### config.mk
export PLATFORM = sky130hd
export DESIGN_NAME = rsa_uart_host_ctrl
export DESIGN_NICKNAME = d
export VERILOG_FILES = /design/src/rtl/rsa_uart_host_ctrl.sv
export SDC_FILE = /design/constraint.sdc
export NUM_CORES = 2
export LEC_CHECK = 0
export ABC_AREA = 1
export CAP_MARGIN = 20
export CORE_AREA = 2 2 425 427
export CTS_BUF_LIST = sky130_fd_sc_hd__clkbuf_4 sky130_fd_sc_hd__clkbuf_8
export DETAILED_ROUTE_END_ITERATION = 12
export DIE_AREA = 0 0 427 429
export PLACE_DENSITY = 0.4
export SYNTH_ARGS = -nofsm -noshare
export SYNTH_HDL_FRONTEND = slang
export SYNTH_SLANG_ARGS = --single-unit
export TNS_END_PERCENT = 10
### constraint.sdc
create_clock -name i_clk -period 3.02 [get_ports i_clk]
set_input_delay 0.604 -clock i_clk [delete_from_list [all_inputs] [get_ports i_clk]]
set_output_delay 0.604 -clock i_clk [all_outputs]
set_load 0.01 [all_outputs]
### src/rtl/rsa_uart_host_ctrl.sv
// Host-side Avalon-MM master that feeds Rsa256Core from the RS232 UART and returns the result.
// Optional feature: define RSA_KEY_RELOAD_EN to reload n and d before every ciphertext.
module rsa_uart_host_ctrl #(
    parameter logic [4:0] ADDR_RX     = 5'd0,
    parameter logic [4:0] ADDR_TX     = 5'd4,
    parameter logic [4:0] ADDR_STATUS = 5'd8,
    parameter int         RX_OK_BIT   = 7,
    parameter int         TX_OK_BIT   = 6,
    parameter int         IN_BYTES    = 32,
    parameter int         OUT_BYTES   = 31
) (
    input  logic         i_clk,
    input  logic         i_rst,
    output logic [4:0]   avm_address,
    output logic         avm_read,
    input  logic [31:0]  avm_readdata,
    output logic         avm_write,
    output logic [31:0]  avm_writedata,
    input  logic         avm_waitrequest,
    output logic         o_rsa_start,
    output logic [255:0] o_rsa_a,
    output logic [255:0] o_rsa_d,
    output logic [255:0] o_rsa_n,
    input  logic [255:0] i_rsa_result,
    input  logic         i_rsa_finished
);

    typedef enum logic [2:0] {
        S_QUERY_RX  = 3'd0,
        S_READ      = 3'd1,
        S_START     = 3'd2,
        S_WAIT_CALC = 3'd3,
        S_QUERY_TX  = 3'd4,
        S_WRITE     = 3'd5
    } state_t;

    typedef enum logic [1:0] {
        P_N = 2'd0,
        P_D = 2'd1,
        P_A = 2'd2
    } phase_t;

    localparam logic [4:0] IN_LAST  = 5'(IN_BYTES - 1);
    localparam logic [4:0] OUT_LAST = 5'(OUT_BYTES - 1);

`ifdef RSA_KEY_RELOAD_EN
    localparam phase_t PHASE_AFTER_TX = P_N;
`else
    localparam phase_t PHASE_AFTER_TX = P_A;
`endif

    state_t         state_r, state_s;
    phase_t         phase_r, phase_s;
    logic [4:0]     byte_cnt_r, byte_cnt_s;
    logic [255:0]   n_r, n_s, d_r, d_s, a_r, a_s;
    // Only the 31 transmitted bytes of the result are kept.
    logic [247:0]   result_r, result_s;
    logic [4:0]     address_r, address_s;
    logic           read_r, read_s;
    logic           write_r, write_s;
    logic [31:0]    writedata_r, writedata_s;
    logic           start_r, start_s;
    logic           xfer_done_s;
    logic [7:0]     rx_byte_s;

    // State, operand and registered-output update with synchronous reset.
    always_ff @(posedge i_clk) begin
        if (i_rst) begin
            state_r     <= S_QUERY_RX;
            phase_r     <= P_N;
            byte_cnt_r  <= 5'd0;
            n_r         <= 256'd0;
            d_r         <= 256'd0;
            a_r         <= 256'd0;
            result_r    <= 248'd0;
            address_r   <= ADDR_STATUS;
            read_r      <= 1'b1;
            write_r     <= 1'b0;
            writedata_r <= 32'd0;
            start_r     <= 1'b0;
        end else begin
            state_r     <= state_s;
            phase_r     <= phase_s;
            byte_cnt_r  <= byte_cnt_s;
            n_r         <= n_s;
            d_r         <= d_s;
            a_r         <= a_s;
            result_r    <= result_s;
            address_r   <= address_s;
            read_r      <= read_s;
            write_r     <= write_s;
            writedata_r <= writedata_s;
            start_r     <= start_s;
        end
    end

    // Next-state, datapath and next-output decode.
    always_comb begin
        state_s     = state_r;
        phase_s     = phase_r;
        byte_cnt_s  = byte_cnt_r;
        n_s         = n_r;
        d_s         = d_r;
        a_s         = a_r;
        result_s    = result_r;
        address_s   = ADDR_STATUS;
        read_s      = 1'b0;
        write_s     = 1'b0;
        writedata_s = 32'd0;
        start_s     = 1'b0;
        xfer_done_s = (read_r | write_r) & ~avm_waitrequest;
        rx_byte_s   = avm_readdata[7:0];

        case (state_r)
            S_QUERY_RX: begin
                if (xfer_done_s && avm_readdata[RX_OK_BIT]) begin
                    state_s = S_READ;
                end else begin
                    state_s = S_QUERY_RX;
                end
            end
            S_READ: begin
                if (xfer_done_s) begin
                    case (phase_r)
                        P_N:     n_s = {n_r[247:0], rx_byte_s};
                        P_D:     d_s = {d_r[247:0], rx_byte_s};
                        P_A:     a_s = {a_r[247:0], rx_byte_s};
                        default: n_s = n_r;
                    endcase
                    if (byte_cnt_r == IN_LAST) begin
                        byte_cnt_s = 5'd0;
                        case (phase_r)
                            P_N: begin
                                phase_s = P_D;
                                state_s = S_QUERY_RX;
                            end
                            P_D: begin
                                phase_s = P_A;
                                state_s = S_QUERY_RX;
                            end
                            P_A: begin
                                phase_s = P_A;
                                state_s = S_START;
                            end
                            default: begin
                                phase_s = P_N;
                                state_s = S_QUERY_RX;
                            end
                        endcase
                    end else begin
                        byte_cnt_s = byte_cnt_r + 5'd1;
                        state_s    = S_QUERY_RX;
                    end
                end else begin
                    state_s = S_READ;
                end
            end
            S_START: begin
                state_s = S_WAIT_CALC;
            end
            S_WAIT_CALC: begin
                if (i_rsa_finished) begin
                    result_s   = i_rsa_result[247:0];
                    byte_cnt_s = 5'd0;
                    state_s    = S_QUERY_TX;
                end else begin
                    state_s = S_WAIT_CALC;
                end
            end
            S_QUERY_TX: begin
                if (xfer_done_s && avm_readdata[TX_OK_BIT]) begin
                    state_s = S_WRITE;
                end else begin
                    state_s = S_QUERY_TX;
                end
            end
            S_WRITE: begin
                if (xfer_done_s) begin
                    result_s = {result_r[239:0], 8'h00};
                    if (byte_cnt_r == OUT_LAST) begin
                        byte_cnt_s = 5'd0;
                        phase_s    = PHASE_AFTER_TX;
                        state_s    = S_QUERY_RX;
                    end else begin
                        byte_cnt_s = byte_cnt_r + 5'd1;
                        state_s    = S_QUERY_TX;
                    end
                end else begin
                    state_s = S_WRITE;
                end
            end
            default: begin
                state_s = S_QUERY_RX;
                phase_s = P_N;
            end
        endcase

        // Outputs follow the state being entered, so they hold steady during a stall.
        case (state_s)
            S_QUERY_RX, S_QUERY_TX: begin
                address_s = ADDR_STATUS;
                read_s    = 1'b1;
            end
            S_READ: begin
                address_s = ADDR_RX;
                read_s    = 1'b1;
            end
            S_START: begin
                start_s = 1'b1;
            end
            S_WRITE: begin
                address_s   = ADDR_TX;
                write_s     = 1'b1;
                writedata_s = {24'd0, result_s[247:240]};
            end
            default: begin
                address_s = ADDR_STATUS;
            end
        endcase
    end

    assign avm_address   = address_r;
    assign avm_read      = read_r;
    assign avm_write     = write_r;
    assign avm_writedata = writedata_r;
    assign o_rsa_start   = start_r;
    assign o_rsa_n       = n_r;
    assign o_rsa_d       = d_r;
    assign o_rsa_a       = a_r;

endmodule

* Word-level counts from Yosys, hierarchy flattened *
Cells that the tools add are included.

word-level totals
  register bits = 1066

operators by class
  eq/ne operators = 18
  bitwise operators = 5
  reductions and logical operators = 17
  mux-type cells = 28
  add/sub/neg operators = 1

operators by type and width
  operator             count
  $mux 248             2
  $pmux 248 s2         1
  $mux 5               5
  $pmux 3 s6           1
  $mux 3               5
  $pmux 5 s3           1
  $eq 3x3->1 const B   4
  $reduce_and 3->1     4
  $eq 5x5->1 const B   2
  $mux 2               5
  $ne 2x2->1 const B   5
  $eq 3x2->1 const B   3
  $pmux 4 s2           1
  $eq 3x1->1 const B   2
  $logic_not 3->1      2
  $pmux 2 s3           1
  $add 5x1->5 const B  1
  $mux 1               5
  $reduce_and 5->1     1
  $pmux 2 s2           1
  $reduce_and 4->1     1
  $reduce_or 2->1      2
  $reduce_or 4->1      1
  $not 1->1            3
  9 further kinds      10

* Longest topological paths before layout *
  depth in word-level cells = 8
  mapped depth = 11
  mapped depth without buffers = 11

* Worst setup path before layout *
OpenSTA, ideal clock, no wires.

  path kind = input-to-reg
  start = input avm_waitrequest
  end = register d_r[245] (netlist: o_rsa_d[245])
  data required time = 2.904 ns
  path buffers = 2
  cell stages on the path = 8
  setup slack = 1.290 ns
  data arrival time = 1.615 ns
  path through = nor2_2 > nand2_1 > nor2_4 > inv_2 > buf_2 > buf_1 > nor2_1 > nor2_1

between the ends
  cells in the longest elaborated chain, start to end = 3

ends and longest elaborated chain
  item                               line  text
  from (decl)                        19    input logic avm_waitrequest,
  $not 1->1                          111   xfer_done_s = (read_r | write_r) & ~avm_waitrequest;
  $and 1x1->1                        111
  $reduce_and 3->1 (no source line)  n/a
  to (signal assigned)               86    d_r <= d_s;
  to (decl)                          55    logic [255:0] n_r, n_s, d_r, d_s, a_r, a_s;

Every way passes these cells.
A chain may end at the register's enable or synchronous reset.

* Worst setup path in the final report *
  start = register n_r[171] (netlist: o_rsa_n[171])
  end = output o_rsa_n[171]

RTL lines
  item                    line  text
  from (decl)             55
  from (signal assigned)  85    n_r <= n_s;
  to (decl)               23    output logic [255:0] o_rsa_n,

No word-level cell between the ends.

==> flow_summary_export.csv <==
group,metric,value,unit
timing,min_period,2.79,ns
clocking,cts_tree,"yes",
die,die_x,427,um
worst_setup_path,worstSetupPathType,"reg -> out",
timing,slew_viol_final,0,
cells_and_area,layout_common_cells,"1,561 x nor2_1, 1,039 x clkdlybuf4s50_1, 1,038 x dfxtp_1",
detailed_routing,drc,0,
timing,worstMarginPinSlew,0.984,ns
timing,clock.fmax,358,MHz
worst_setup_path,rr_startpoint,"avm_address[2]",
worst_setup_path,rrSetupSlack,0.79,ns
detailed_routing,viasPerCell,4.29,
cells_and_area,final_nets,5886,
die,die_h,429,um
die,io_pins,1100,
clocking,cts_root_buf,"clkbuf_8",
worst_setup_path,crit_fanout,3,
logic_synthesis,synthTopCellsByArea,"dfxtp_1 56%, nor2_1 16%, o21ai_0 6.7%",
placement,hpwl,120,mm
detailed_routing,drtIter0Drc,2087,
timing,setup_ws,0.226,ns
cells_and_area,area_growth,44.8,%
worst_setup_path,slowest_delay,0.82,ns
logic_synthesis,synth_area,37300,um2
logic_synthesis,seq_area_frac_synth,0.557,
min_path,whs_path_depth,3,
clocking,clk_pin_slew_worst_paths,0.06,ns
detailed_routing,wl_per_cell,20.5,um
timing,skew,0.0376,ns
worst_setup_path,worstSetupEndpointType,"primary output",
worst_setup_path,cp.arrival,2.19,ns
logic_synthesis,ys_ff_latch,1038,
detailed_routing,drt_wl_total,166,mm
run_status,status,"finished clean",
worst_setup_path,required,2.42,ns
timing,holdWs,0.238,ns
worst_setup_path,r2r-end,"o_rsa_d[203]",
logic_synthesis,syn_area_per_cell,8.06,um2
grt,antenna_found_initial,45,
grt,grt-ovfl-total,0,
placement,portBuffers,1040,
detailed_routing,dr.pass1.iters,5,
timing,tns,0,ns
die,die-area,183000,um2
placement,dp_slack,0.225,ns
grt,grt_max_degree,205,
logic_synthesis,syn_inst,4627,
clocking,cts_buffers,193,
clocking,htreeDepth,4,
worst_setup_path,crit_path_cell_trace,"clkdlybuf4s50_1",
detailed_routing,ant_nets,0,
worst_setup_path,crit_slowest_cell,"clkdlybuf4s50_1",
worst_setup_path,reg2reg_depth,8,
min_path,hold_path_class,"in -> reg",
pwr,peakVddDrop,0.383,mV
logic_synthesis,synthDistinctLibCells,28,
timing,setup_viol,0,
worst_setup_path,start_kind,"flop",
pwr,power.density,563,nW/um2
die,rows,155,
cells_and_area,layout.cells.most_common,"nor2_1",
placement,gp_congestion,0.834,
timing,rsz0062_at_grt,"no",
timing,slew_headroom,0.344,
logic_synthesis,synth_warnings,0,
grt,grt_pass1_vias,33300,
worst_setup_path,cp_top_family,"buffers and inverters",
die,start_util,0.210,
min_path,min_from,"i_rsa_result[7]",
clocking,cts_resized,0,
min_path,min_to,"result_r[7]",
logic_synthesis,yosysTopAreaCell,"dfxtp_1",
grt,grt_pass1_wl,239,mm
die,core,178000,um2
pwr,cellLeakagePower,0.0200,uW
detailed_routing,vias,34800,
timing,hold_viol,0,
cells_and_area,utilization,0.303,
clocking,clock_path_buffers,3,
clocking,cts.sinks,1038,
clocking,clkLatencyLatePin,0.95,ns
run,drv_cap,0,
grt,grtUsageTotal,0.175,
timing,period_share,0.925,
logic_synthesis,synth_top_area_frac,0.557,
worst_setup_path,crit_buf_inv,1,
cells_and_area,drive_above_1_share,0.0788,
cells by family after synthesis:
kind of cell / count (synthesis) / share of synthesized area
and+or+nand+nor: 1903 / 0.195
AOI/OAI and AO/OA: 1261 / 0.185
DFF: 1038 / 0.557
buffers and inverters: 418 / 0.0614
adders and majority gates: 6 / 0.00201
other: 1 / 0.000101
worst max path at each step:
stage / start / endpoint / slack (ns) / cells after the start
3_5_place_dp: avm_waitrequest / o_rsa_d[203] / 0.22 / 8
6_report: o_rsa_n[171] / o_rsa_n[171] / 0.23 / 1
4_1_cts: o_rsa_n[171] / o_rsa_n[171] / 0.07 / 1
2_1_floorplan: avm_waitrequest / o_rsa_d[245] / 1.29 / 8
3_3_place_gp: avm_waitrequest / o_rsa_d[183] / 0.28 / 8
5_1_grt: o_rsa_n[171] / o_rsa_n[171] / 0.07 / 1
final cells by class:
type	count	area, um2
Multi-Input combinational cell	3197	14400
Sequential cell	1038	20800
Clock inverter	25	203
Timing Repair Buffer	1131	11700
Clock buffer	317	3870
Tap cell	2355	2950
Antenna cell	28	70.1
Inverter	27	131
Fill cell	19300	124000
metal layers:
layer  track usage  share of wire  vias to the layer above
met5             0       0.000078                        -
met4        0.0694          0.035                        2
met3        0.0418          0.049                      290
met2         0.307           0.51                      825
met1         0.203           0.41                    16500
li1              -              -                    17200
report_power, final:
part | switching [uW] | total [uW] | leakage [uW] | internal [uW]
clock | 6320 | 14400 | 0.00218 | 8080
combinational | 1010 | 1930 | 0.00943 | 922
sequential | 193 | 14100 | 0.00838 | 13900
synthesized netlist by cell type:
library cell / n
nor2_1: 1561
nor2_2: 1
nand3_1: 13
nand2_4: 1
o21bai_1: 1
nand2_1: 310
a22oi_1: 232
buf_1: 6
nor2b_1: 1
nor2_4: 7
inv_1: 22
buf_4: 35
conb_1: 1
dfxtp_1: 1038
a31oi_1: 1
buf_6: 52
nand2_2: 2
nand3b_1: 2
nand4_1: 3
buf_2: 154
clkbuf_1: 139
clkbuf_2: 5
o21ai_0: 498
a21oi_1: 253
ha_1: 6
o21ai_1: 276
inv_2: 5
nand3_2: 2
what timing repair did:
| item | in CTS | in global routing |
|---|---|---|
| buffers inserted | 0 | 0 |
| setup endpoints to repair | 0 | 0 |
| hold buffers | 1 | 0 |
| hold endpoints to repair | 30 | 0 |
worst min-delay path: stages:
cell and delay, ns:
clkdlybuf4s50_1 0.40, nand2_1 0.06, a21oi_1 0.05
stage by stage:
stage	cells	area, um2	total power (uW)
final	8118	54000	30400
after global routing	8116	54000	31800
after CTS	8090	54000	31100
after detailed placement	7747	49900	16400
after global placement	7747	49900	16400
after floorplan	4653	37400	15200
flip-flops by register name (all words and copies together), names as in the netlist:
signal         count
o_rsa_n          256
phase_r            2
avm_address        2
o_rsa_a          256
avm_read           1
state_r            3
o_rsa_start        1
byte_cnt_r         5
avm_writedata      8
o_rsa_d          256
result_r         248
Note: power is estimated with default switching activity, not from simulation.
